$ cat src/rtl/accel_dispatch_if.sv
// Bundle of CPU command, data-memory and accelerator-mux signals for accel_dispatch_unit.
// master = dispatch unit side, slave = environment (CPU, memory, accelerator mux).
interface accel_dispatch_if;
  logic         cmd_valid;
  logic         cmd_ready;
  logic [1:0]   cmd_sel;
  logic [7:0]   cmd_op;
  logic [7:0]   cmd_src;
  logic [7:0]   cmd_par;
  logic [7:0]   cmd_dst;

  logic         mem_req;
  logic         mem_we;
  logic [7:0]   mem_addr;
  logic [7:0]   mem_wdata;
  logic [7:0]   mem_rdata;
  logic         mem_ack;

  logic [1:0]   acc_sel;
  logic [7:0]   acc_op;
  logic         acc_enable;
  logic [127:0] acc_data;
  logic [127:0] acc_param;
  logic [127:0] acc_result;
  logic         acc_done;
  logic         acc_error;

  logic         busy;
  logic         rsp_valid;
  logic [1:0]   rsp_status;
  logic [3:0]   q_count;

  modport master (
    input  cmd_valid, cmd_sel, cmd_op, cmd_src, cmd_par, cmd_dst,
    output cmd_ready,
    output mem_req, mem_we, mem_addr, mem_wdata,
    input  mem_rdata, mem_ack,
    output acc_sel, acc_op, acc_enable, acc_data, acc_param,
    input  acc_result, acc_done, acc_error,
    output busy, rsp_valid, rsp_status, q_count
  );

  modport slave (
    output cmd_valid, cmd_sel, cmd_op, cmd_src, cmd_par, cmd_dst,
    input  cmd_ready,
    input  mem_req, mem_we, mem_addr, mem_wdata,
    output mem_rdata, mem_ack,
    input  acc_sel, acc_op, acc_enable, acc_data, acc_param,
    output acc_result, acc_done, acc_error,
    input  busy, rsp_valid, rsp_status, q_count
  );
endinterface

$ cat src/rtl/accel_dispatch_unit.sv
// Accelerator command front end: queues commands, gathers operands byte-wise from memory,
// runs the selected accelerator with a timeout, stores the result and reports a status.
module accel_dispatch_unit #(
  parameter int TIMEOUT = 255,
  parameter int QDEPTH  = 4
) (
  input logic              clk,
  input logic              rst,
  accel_dispatch_if.master bus
);
  localparam int PW = (QDEPTH > 1) ? $clog2(QDEPTH) : 1;

  typedef enum logic [2:0] {IDLE, LOAD_D, LOAD_P, EXEC, STORE, RESP} state_t;

  typedef struct packed {
    logic [1:0] sel;
    logic [7:0] op;
    logic [7:0] src;
    logic [7:0] par;
    logic [7:0] dst;
  } cmd_t;

  state_t        state;
  cmd_t          fifo_mem [QDEPTH];
  cmd_t          head;
  cmd_t          active;
  logic [PW-1:0] wr_ptr;
  logic [PW-1:0] rd_ptr;
  logic [3:0]    count;
  logic          push;
  logic          pop;
  logic          ack_hit;
  logic [3:0]    idx;
  logic [3:0]    idx_next;
  logic [7:0]    tcnt;
  logic [127:0]  data_buf;
  logic [127:0]  param_buf;
  logic [127:0]  result_buf;
  logic          mem_req_q;
  logic          mem_we_q;
  logic [7:0]    mem_addr_q;
  logic [7:0]    mem_wdata_q;
  logic          acc_enable_q;
  logic          rsp_valid_q;
  logic [1:0]    rsp_status_q;

  // Readiness comes from the registered count, so a same-cycle pop frees nothing yet.
  assign bus.cmd_ready = (count < 4'(QDEPTH));
  assign push          = bus.cmd_valid && bus.cmd_ready;
  assign pop           = (state == IDLE) && (count != 4'd0);
  assign head          = fifo_mem[rd_ptr];
  assign ack_hit       = mem_req_q && bus.mem_ack;
  assign idx_next      = idx + 4'd1;

  // NOTE: queue storage is deliberately left without reset; only pointers and count
  // define validity, and a resettable RAM would block memory inference.
  always_ff @(posedge clk) begin
    if (push) fifo_mem[wr_ptr] <= '{sel: bus.cmd_sel, op: bus.cmd_op, src: bus.cmd_src,
                                    par: bus.cmd_par, dst: bus.cmd_dst};
  end

  // NOTE: every clocked block uses non-blocking assignments so all registers update
  // together on the edge regardless of statement order.
  always_ff @(posedge clk or posedge rst) begin
    if (rst) begin
      wr_ptr <= '0;
      rd_ptr <= '0;
      count  <= '0;
    end else begin
      if (push) wr_ptr <= wr_ptr + PW'(1);
      if (pop)  rd_ptr <= rd_ptr + PW'(1);
      case ({push, pop})
        2'b10:   count <= count + 4'd1;
        2'b01:   count <= count - 4'd1;
        default: ;
      endcase
    end
  end

  // Memory and accelerator strobes are registers cleared by the async reset, so an
  // in-flight request or run is dropped the moment rst rises.
  always_ff @(posedge clk or posedge rst) begin
    if (rst) begin
      state        <= IDLE;
      active       <= '0;
      idx          <= '0;
      tcnt         <= '0;
      data_buf     <= '0;
      param_buf    <= '0;
      result_buf   <= '0;
      mem_req_q    <= 1'b0;
      mem_we_q     <= 1'b0;
      mem_addr_q   <= '0;
      mem_wdata_q  <= '0;
      acc_enable_q <= 1'b0;
      rsp_valid_q  <= 1'b0;
      rsp_status_q <= '0;
    end else begin
      rsp_valid_q <= 1'b0;
      case (state)
        IDLE: begin
          if (pop) begin
            active <= head;
            idx    <= '0;
            if (head.sel == 2'd3) begin
              state        <= RESP;
              rsp_valid_q  <= 1'b1;
              rsp_status_q <= 2'd3;
            end else begin
              state      <= LOAD_D;
              mem_req_q  <= 1'b1;
              mem_we_q   <= 1'b0;
              mem_addr_q <= head.src;
            end
          end
        end

        LOAD_D: begin
          if (ack_hit) begin
            data_buf[{idx, 3'b000} +: 8] <= bus.mem_rdata;
            idx <= idx_next;
            if (idx == 4'd15) begin
              state      <= LOAD_P;
              mem_addr_q <= active.par;
            end else begin
              mem_addr_q <= active.src + 8'(idx_next);
            end
          end
        end

        LOAD_P: begin
          if (ack_hit) begin
            param_buf[{idx, 3'b000} +: 8] <= bus.mem_rdata;
            idx <= idx_next;
            if (idx == 4'd15) begin
              state        <= EXEC;
              mem_req_q    <= 1'b0;
              acc_enable_q <= 1'b1;
              tcnt         <= '0;
            end else begin
              mem_addr_q <= active.par + 8'(idx_next);
            end
          end
        end

        EXEC: begin
          // A done arriving on the timeout cycle is checked first and therefore wins.
          if (bus.acc_done) begin
            result_buf   <= bus.acc_result;
            acc_enable_q <= 1'b0;
            idx          <= '0;
            if (bus.acc_error) begin
              state        <= RESP;
              rsp_valid_q  <= 1'b1;
              rsp_status_q <= 2'd1;
            end else begin
              state       <= STORE;
              mem_req_q   <= 1'b1;
              mem_we_q    <= 1'b1;
              mem_addr_q  <= active.dst;
              mem_wdata_q <= bus.acc_result[7:0];
            end
          end else if (tcnt == 8'(TIMEOUT)) begin
            acc_enable_q <= 1'b0;
            state        <= RESP;
            rsp_valid_q  <= 1'b1;
            rsp_status_q <= 2'd2;
          end else begin
            tcnt <= tcnt + 8'd1;
          end
        end

        STORE: begin
          if (ack_hit) begin
            idx <= idx_next;
            if (idx == 4'd15) begin
              state        <= RESP;
              mem_req_q    <= 1'b0;
              mem_we_q     <= 1'b0;
              rsp_valid_q  <= 1'b1;
              rsp_status_q <= 2'd0;
            end else begin
              mem_addr_q  <= active.dst + 8'(idx_next);
              mem_wdata_q <= result_buf[{idx_next, 3'b000} +: 8];
            end
          end
        end

        RESP:    state <= IDLE;
        default: state <= IDLE;
      endcase
    end
  end

  assign bus.mem_req    = mem_req_q;
  assign bus.mem_we     = mem_we_q;
  assign bus.mem_addr   = mem_addr_q;
  assign bus.mem_wdata  = mem_wdata_q;
  assign bus.acc_sel    = active.sel;
  assign bus.acc_op     = active.op;
  assign bus.acc_enable = acc_enable_q;
  assign bus.acc_data   = data_buf;
  assign bus.acc_param  = param_buf;
  assign bus.busy       = (state != IDLE);
  assign bus.rsp_valid  = rsp_valid_q;
  assign bus.rsp_status = rsp_status_q;
  assign bus.q_count    = count;
endmodule

$ cat src/flat_wrapper.sv
// flat-port wrapper written by rule: the top's interface ports become plain ports
module accel_dispatch_unit_flat 
#(
  parameter int TIMEOUT = 255,
  parameter int QDEPTH  = 4
)
  (clk, rst, bus_cmd_valid, bus_cmd_sel, bus_cmd_op, bus_cmd_src, bus_cmd_par, bus_cmd_dst, bus_cmd_ready, bus_mem_req, bus_mem_we, bus_mem_addr, bus_mem_wdata, bus_mem_rdata, bus_mem_ack, bus_acc_sel, bus_acc_op, bus_acc_enable, bus_acc_data, bus_acc_param, bus_acc_result, bus_acc_done, bus_acc_error, bus_busy, bus_rsp_valid, bus_rsp_status, bus_q_count);
  accel_dispatch_if bus_i ();
  input logic clk;
  input logic rst;
  input wire logic [$bits(bus_i.cmd_valid)-1:0] bus_cmd_valid;
  input wire logic [$bits(bus_i.cmd_sel)-1:0] bus_cmd_sel;
  input wire logic [$bits(bus_i.cmd_op)-1:0] bus_cmd_op;
  input wire logic [$bits(bus_i.cmd_src)-1:0] bus_cmd_src;
  input wire logic [$bits(bus_i.cmd_par)-1:0] bus_cmd_par;
  input wire logic [$bits(bus_i.cmd_dst)-1:0] bus_cmd_dst;
  output wire logic [$bits(bus_i.cmd_ready)-1:0] bus_cmd_ready;
  output wire logic [$bits(bus_i.mem_req)-1:0] bus_mem_req;
  output wire logic [$bits(bus_i.mem_we)-1:0] bus_mem_we;
  output wire logic [$bits(bus_i.mem_addr)-1:0] bus_mem_addr;
  output wire logic [$bits(bus_i.mem_wdata)-1:0] bus_mem_wdata;
  input wire logic [$bits(bus_i.mem_rdata)-1:0] bus_mem_rdata;
  input wire logic [$bits(bus_i.mem_ack)-1:0] bus_mem_ack;
  output wire logic [$bits(bus_i.acc_sel)-1:0] bus_acc_sel;
  output wire logic [$bits(bus_i.acc_op)-1:0] bus_acc_op;
  output wire logic [$bits(bus_i.acc_enable)-1:0] bus_acc_enable;
  output wire logic [$bits(bus_i.acc_data)-1:0] bus_acc_data;
  output wire logic [$bits(bus_i.acc_param)-1:0] bus_acc_param;
  input wire logic [$bits(bus_i.acc_result)-1:0] bus_acc_result;
  input wire logic [$bits(bus_i.acc_done)-1:0] bus_acc_done;
  input wire logic [$bits(bus_i.acc_error)-1:0] bus_acc_error;
  output wire logic [$bits(bus_i.busy)-1:0] bus_busy;
  output wire logic [$bits(bus_i.rsp_valid)-1:0] bus_rsp_valid;
  output wire logic [$bits(bus_i.rsp_status)-1:0] bus_rsp_status;
  output wire logic [$bits(bus_i.q_count)-1:0] bus_q_count;
  assign bus_i.cmd_valid = bus_cmd_valid;
  assign bus_i.cmd_sel = bus_cmd_sel;
  assign bus_i.cmd_op = bus_cmd_op;
  assign bus_i.cmd_src = bus_cmd_src;
  assign bus_i.cmd_par = bus_cmd_par;
  assign bus_i.cmd_dst = bus_cmd_dst;
  assign bus_cmd_ready = bus_i.cmd_ready;
  assign bus_mem_req = bus_i.mem_req;
  assign bus_mem_we = bus_i.mem_we;
  assign bus_mem_addr = bus_i.mem_addr;
  assign bus_mem_wdata = bus_i.mem_wdata;
  assign bus_i.mem_rdata = bus_mem_rdata;
  assign bus_i.mem_ack = bus_mem_ack;
  assign bus_acc_sel = bus_i.acc_sel;
  assign bus_acc_op = bus_i.acc_op;
  assign bus_acc_enable = bus_i.acc_enable;
  assign bus_acc_data = bus_i.acc_data;
  assign bus_acc_param = bus_i.acc_param;
  assign bus_i.acc_result = bus_acc_result;
  assign bus_i.acc_done = bus_acc_done;
  assign bus_i.acc_error = bus_acc_error;
  assign bus_busy = bus_i.busy;
  assign bus_rsp_valid = bus_i.rsp_valid;
  assign bus_rsp_status = bus_i.rsp_status;
  assign bus_q_count = bus_i.q_count;
  accel_dispatch_unit #(.TIMEOUT(TIMEOUT), .QDEPTH(QDEPTH)) u_core (.clk(clk), .rst(rst), .bus(bus_i));
endmodule
$ cat config.mk
export PLATFORM = sky130hd
export DESIGN_NAME = accel_dispatch_unit_flat
export DESIGN_NICKNAME = d
export VERILOG_FILES = /design/src/rtl/accel_dispatch_if.sv /design/src/rtl/accel_dispatch_unit.sv /design/src/flat_wrapper.sv
export SDC_FILE = /design/constraint.sdc
export NUM_CORES = 1
export LEC_CHECK = 0
export BUFFER_PORTS_ARGS = -buffer_cell sky130_fd_sc_hd__buf_2
export CAP_MARGIN = 20
export CORE_AREA = 2 2 208 210
export CTS_CLUSTER_SIZE = 10
export DETAILED_ROUTE_END_ITERATION = 7
export DIE_AREA = 0 0 210 212
export HOLD_SLACK_MARGIN = 0.15
export PLACE_DENSITY = 0.87
export SETUP_SLACK_MARGIN = 0.3
export SLEW_MARGIN = 10
export SYNTH_ARGS = -nofsm -noshare
export SYNTH_HDL_FRONTEND = slang
export SYNTH_SLANG_ARGS = --single-unit
export TNS_END_PERCENT = 100
$ cat constraint.sdc
create_clock -name clk -period 24.8 [get_ports clk]
set_clock_uncertainty 0.2 [all_clocks]
set_input_delay 1.24 -clock clk [delete_from_list [all_inputs] [get_ports clk]]
set_output_delay 1.24 -clock clk [all_outputs]
set_load 0.02 [all_outputs]
==> results.yml <==
synth:
  netlist_instances: 1662
  syn_area_per_cell_um2: 15.2
  ys_seq_elements: 599
  synth_async_sr_flop_share_pct: 77.3
  synth_edf_count: 136
  seq_area_frac_synth_pct: 62.2
  synth_area_um2: 25200
  yosysUniqueCellTypes: 61
  yosys_warnings: 0
  syn_nets: 1861
  ys.flop_type: "dfrtp_1"
sta:
  worst_slew_pin_slew_ps: 1020
  post-route-period-util_pct: 16.3
  final-hold-violation-count: 0
  setup_viol: 0
  setup_slack_ps: 20770
  slew_violations: 0
  rsz0062_at_grt: "false"
  timing.hold.ws_ps: 278
  period_needed_ps: 4030
  max_freq_ghz: 0.248
  fin_setup_tns_ps: 0
  slew_headroom_pct: 31.3
place:
  dpl.hpwl_um: 45000
  dpl_cell_area_um2: 28000
  io_buffers: 469
  dp_cells: 2603
  place_ws_ps: 20640
  place.gp.congestion: 0.966
floorplan:
  die_area_um2: 44500
  num_rows: 76
  core_um2: 42500
  start_util_pct: 59.3
  die_w_um: 210
  io_pins: 470
  die_h_um: 212
drt:
  first_iter_violations: 1485
  routed_wirelength_um: 65700
  ant_nets: 0
  wl_met2_um: 32100
  avgViaCountPerCell: 6.05
  met1_length_um: 26000
  routed.top_layer: "met5"
  dr.pass1.iters: 5
  drc: 0
  wl_met3_um: 4810
  vias: 16387
  wire_per_inst_um: 24.2
setup_path:
  cpMostUsedCell: "buf_4"
  cp-end-kind: "register"
  crit_end: "u_core.result_buf[26]"
  setup.worst_path.start: "u_core.state[1]"
  critPathSlowestCell: "buf_4"
  crit_arrival_ps: 4280
  critPathKind: "register to register"
  cp_max_fo: 68
  rr_startpoint: "u_core.state[1]"
  reg2reg_slack_ps: 20770
  cpPeakStageDelay_ps: 790
  path_cells: "nand2b_1 > or2_1 > nor2_4 > buf_4 > buf_4 > mux2_2"
  rr_worst_depth: 6
  required_ps: 25050
  worst_r2r_endpoint: "u_core.result_buf[26]"
  start_kind: "register"
grt:
  track_usage_pct: 29.8
  overflow: 0
  first_global_vias: 16870
  grt_pass1_wl_um: 101000
  grt_max_degree: 167
  antenna_found_initial: 8
final_layout:
  final_cell_area_um2: 30000
  syn_to_final_growth_pct: 19.2
  layout.nets: 2331
  fillers: 2693
  fin_cells: 2710
  layout-drive-gt1-share_pct: 50.2
power:
  power-per-cell-area_nw_per_um2: 115
  max-vdd-ir-drop_mv: 0.101
  p_leak_nw: 14.2
clock_network:
  clock_sinks: 599
  h-tree-depth: 3
  cts_setup_buffers: 0
  clockBufferDepth: 3
  numCtsBuffers: 70
  cts_tree: "done"
  postCtsHoldBufs: 0
  root_buffer: "clkbuf_16"
  clock_latency_ps: 580
  cts-resized-gates: 0
  cts.clk_slew.worst_paths_ps: 60
status:
  status: "complete, no violations"
flow_run:
  drv_cap: 0
hold_path:
  hold_path_class: "register to register"
-- layer usage --
| metal | vias up | global-route usage, % |
|---|---|---|
| met5 | - | 0 |
| met4 | 6 | 12.3 |
| met3 | 155 | 7.10 |
| met2 | 769 | 49.2 |
| met1 | 8430 | 38.4 |
| li1 | 7027 | - |
-- layout make-up --
| class | instances | area [um^2] | area share, % |
|---|---|---|---|
| clock inverters | 5 | 51.3 | 0.171 |
| inverters | 24 | 97.6 | 0.325 |
| clock buffers | 95 | 1920 | 6.39 |
| multi-input cells | 947 | 9050 | 30.1 |
| flip-flops and latches | 599 | 15700 | 52.2 |
| repair buffers | 490 | 2550 | 8.50 |
| diodes | 4 | 10.0 | 0.0333 |
| well taps | 546 | 683 | 2.27 |
-- power by group --
part	leakage (nW)	switching (mW)	total (mW)	internal, mW
Sequential	7.27	0.171	1.42	1.25
Clock	0.958	0.373	0.908	0.535
Combinational	6.02	0.614	1.13	0.516
-- cell usage in the layout, fill, tap and decap left out, drive strengths merged, types with 3 or more instances in the layout --
cell type	netlist	routed
a221oi	5	5
clkbuf	40	95
o21ai	37	37
nand3	15	15
inv	23	24
o31ai	4	4
a31oi	3	3
nand4	6	6
nor4	5	5
buf	52	490
mux4	65	65
xnor2	16	16
nor2	78	78
and3	29	29
nand2	85	85
nor2b	3	3
nor3	16	16
mux2i	9	9
dfrtp	463	463
a21oi	35	35
fa	3	3
ha	20	20
clkinv	1	5
a22oi	4	4
o22ai	4	4
xor2	16	16
a21o	9	9
and2	12	12
a211oi	18	18
edfxtp	136	136
diode	0	4
mux2	418	418
nand2b	5	5
o221ai	3	3
-- worst max-delay path: cells and delay by family, from the launching register on --
kind,cells,cell delay [ps]
muxes,1,420
buffers and inverters,2,1410
DFF,1,770
and+or+nand+nor,3,970
-- cell families (layout without fill, tap and decap cells) --
kind of cell,Yosys count,after routing,synth area share [%]
xor gates and xnor gates,32,32,1.11
AOI/OAI and AO/OA,135,135,3.37
and+or+nand+nor,265,265,5.19
adders and majority gates,23,23,1.23
other,0,4,0
buffers and inverters,116,614,2.11
DFF,599,599,62.2
muxes,492,492,24.8
-- cells in the mapped netlist, types with 3 or more instances --
master,n,area share [%]
and2_1,12,0.30
xnor2_1,16,0.56
o221ai_1,3,0.10
a21o_1,9,0.27
o22ai_1,4,0.099
and3_1,29,0.72
mux2_2,417,19
inv_1,22,0.33
nand2b_1,5,0.12
nand2_1,85,1.3
ha_1,20,0.99
buf_2,32,0.64
o21ai_0,37,0.73
buf_4,13,0.39
nand3_1,15,0.30
o31ai_1,4,0.12
a21oi_1,35,0.69
nor2_2,17,0.42
nor2b_1,3,0.074
a22oi_1,4,0.12
xor2_1,16,0.56
a221oi_1,5,0.17
clkbuf_1,39,0.58
a31oi_1,3,0.074
a211oi_1,18,0.54
buf_1,6,0.089
nor3_1,16,0.32
edfxtp_1,136,16
mux2i_1,9,0.36
fa_1,3,0.24
nor2_1,61,0.91
nand4_1,6,0.15
mux4_2,65,5.8
dfrtp_1,463,46
-- how the worst min path moves through the flow --
| stage | startpoint | to | slack [ps] | depth (start not counted) |
|---|---|---|---|---|
| 2_1_floorplan | u_core.result_buf[120] | u_core.result_buf[120] | 280 | 1 |
| 3_3_place_gp | u_core.bus.mem_wdata[6] | u_core.bus.mem_wdata[6] | 260 | 2 |
| 3_5_place_dp | u_core.bus.mem_wdata[2] | u_core.bus.mem_wdata[2] | 270 | 2 |
| 4_1_cts | u_core.bus.mem_wdata[2] | u_core.bus.mem_wdata[2] | 280 | 2 |
| 5_1_grt | u_core.bus.mem_wdata[3] | u_core.bus.mem_wdata[3] | 300 | 2 |
| 6_report | u_core.bus.mem_wdata[2] | u_core.bus.mem_wdata[2] | 280 | 2 |
-- flip-flops by register name, summed over array words and instances, names as in the netlist, 3 cells and up --
register / cells
u_core.bus.q_count: 4
u_core.bus.acc_op: 8
u_core.active: 24
u_core.bus.mem_addr: 8
u_core.fifo_mem: 136
u_core.bus.mem_wdata: 8
u_core.idx: 4
u_core.result_buf: 128
u_core.tcnt: 8
u_core.bus.acc_data: 128
u_core.bus.acc_param: 128
u_core.state: 3
-- through the flow --
stage	power, mW	util (%)
final	3.46	70.7
after global placement	2.49	65.9
after detailed placement	2.54	65.9
after CTS	3.47	70.5
after global routing	3.63	70.7
after floorplan	2.21	-
(Power assumes the default switching activity.)
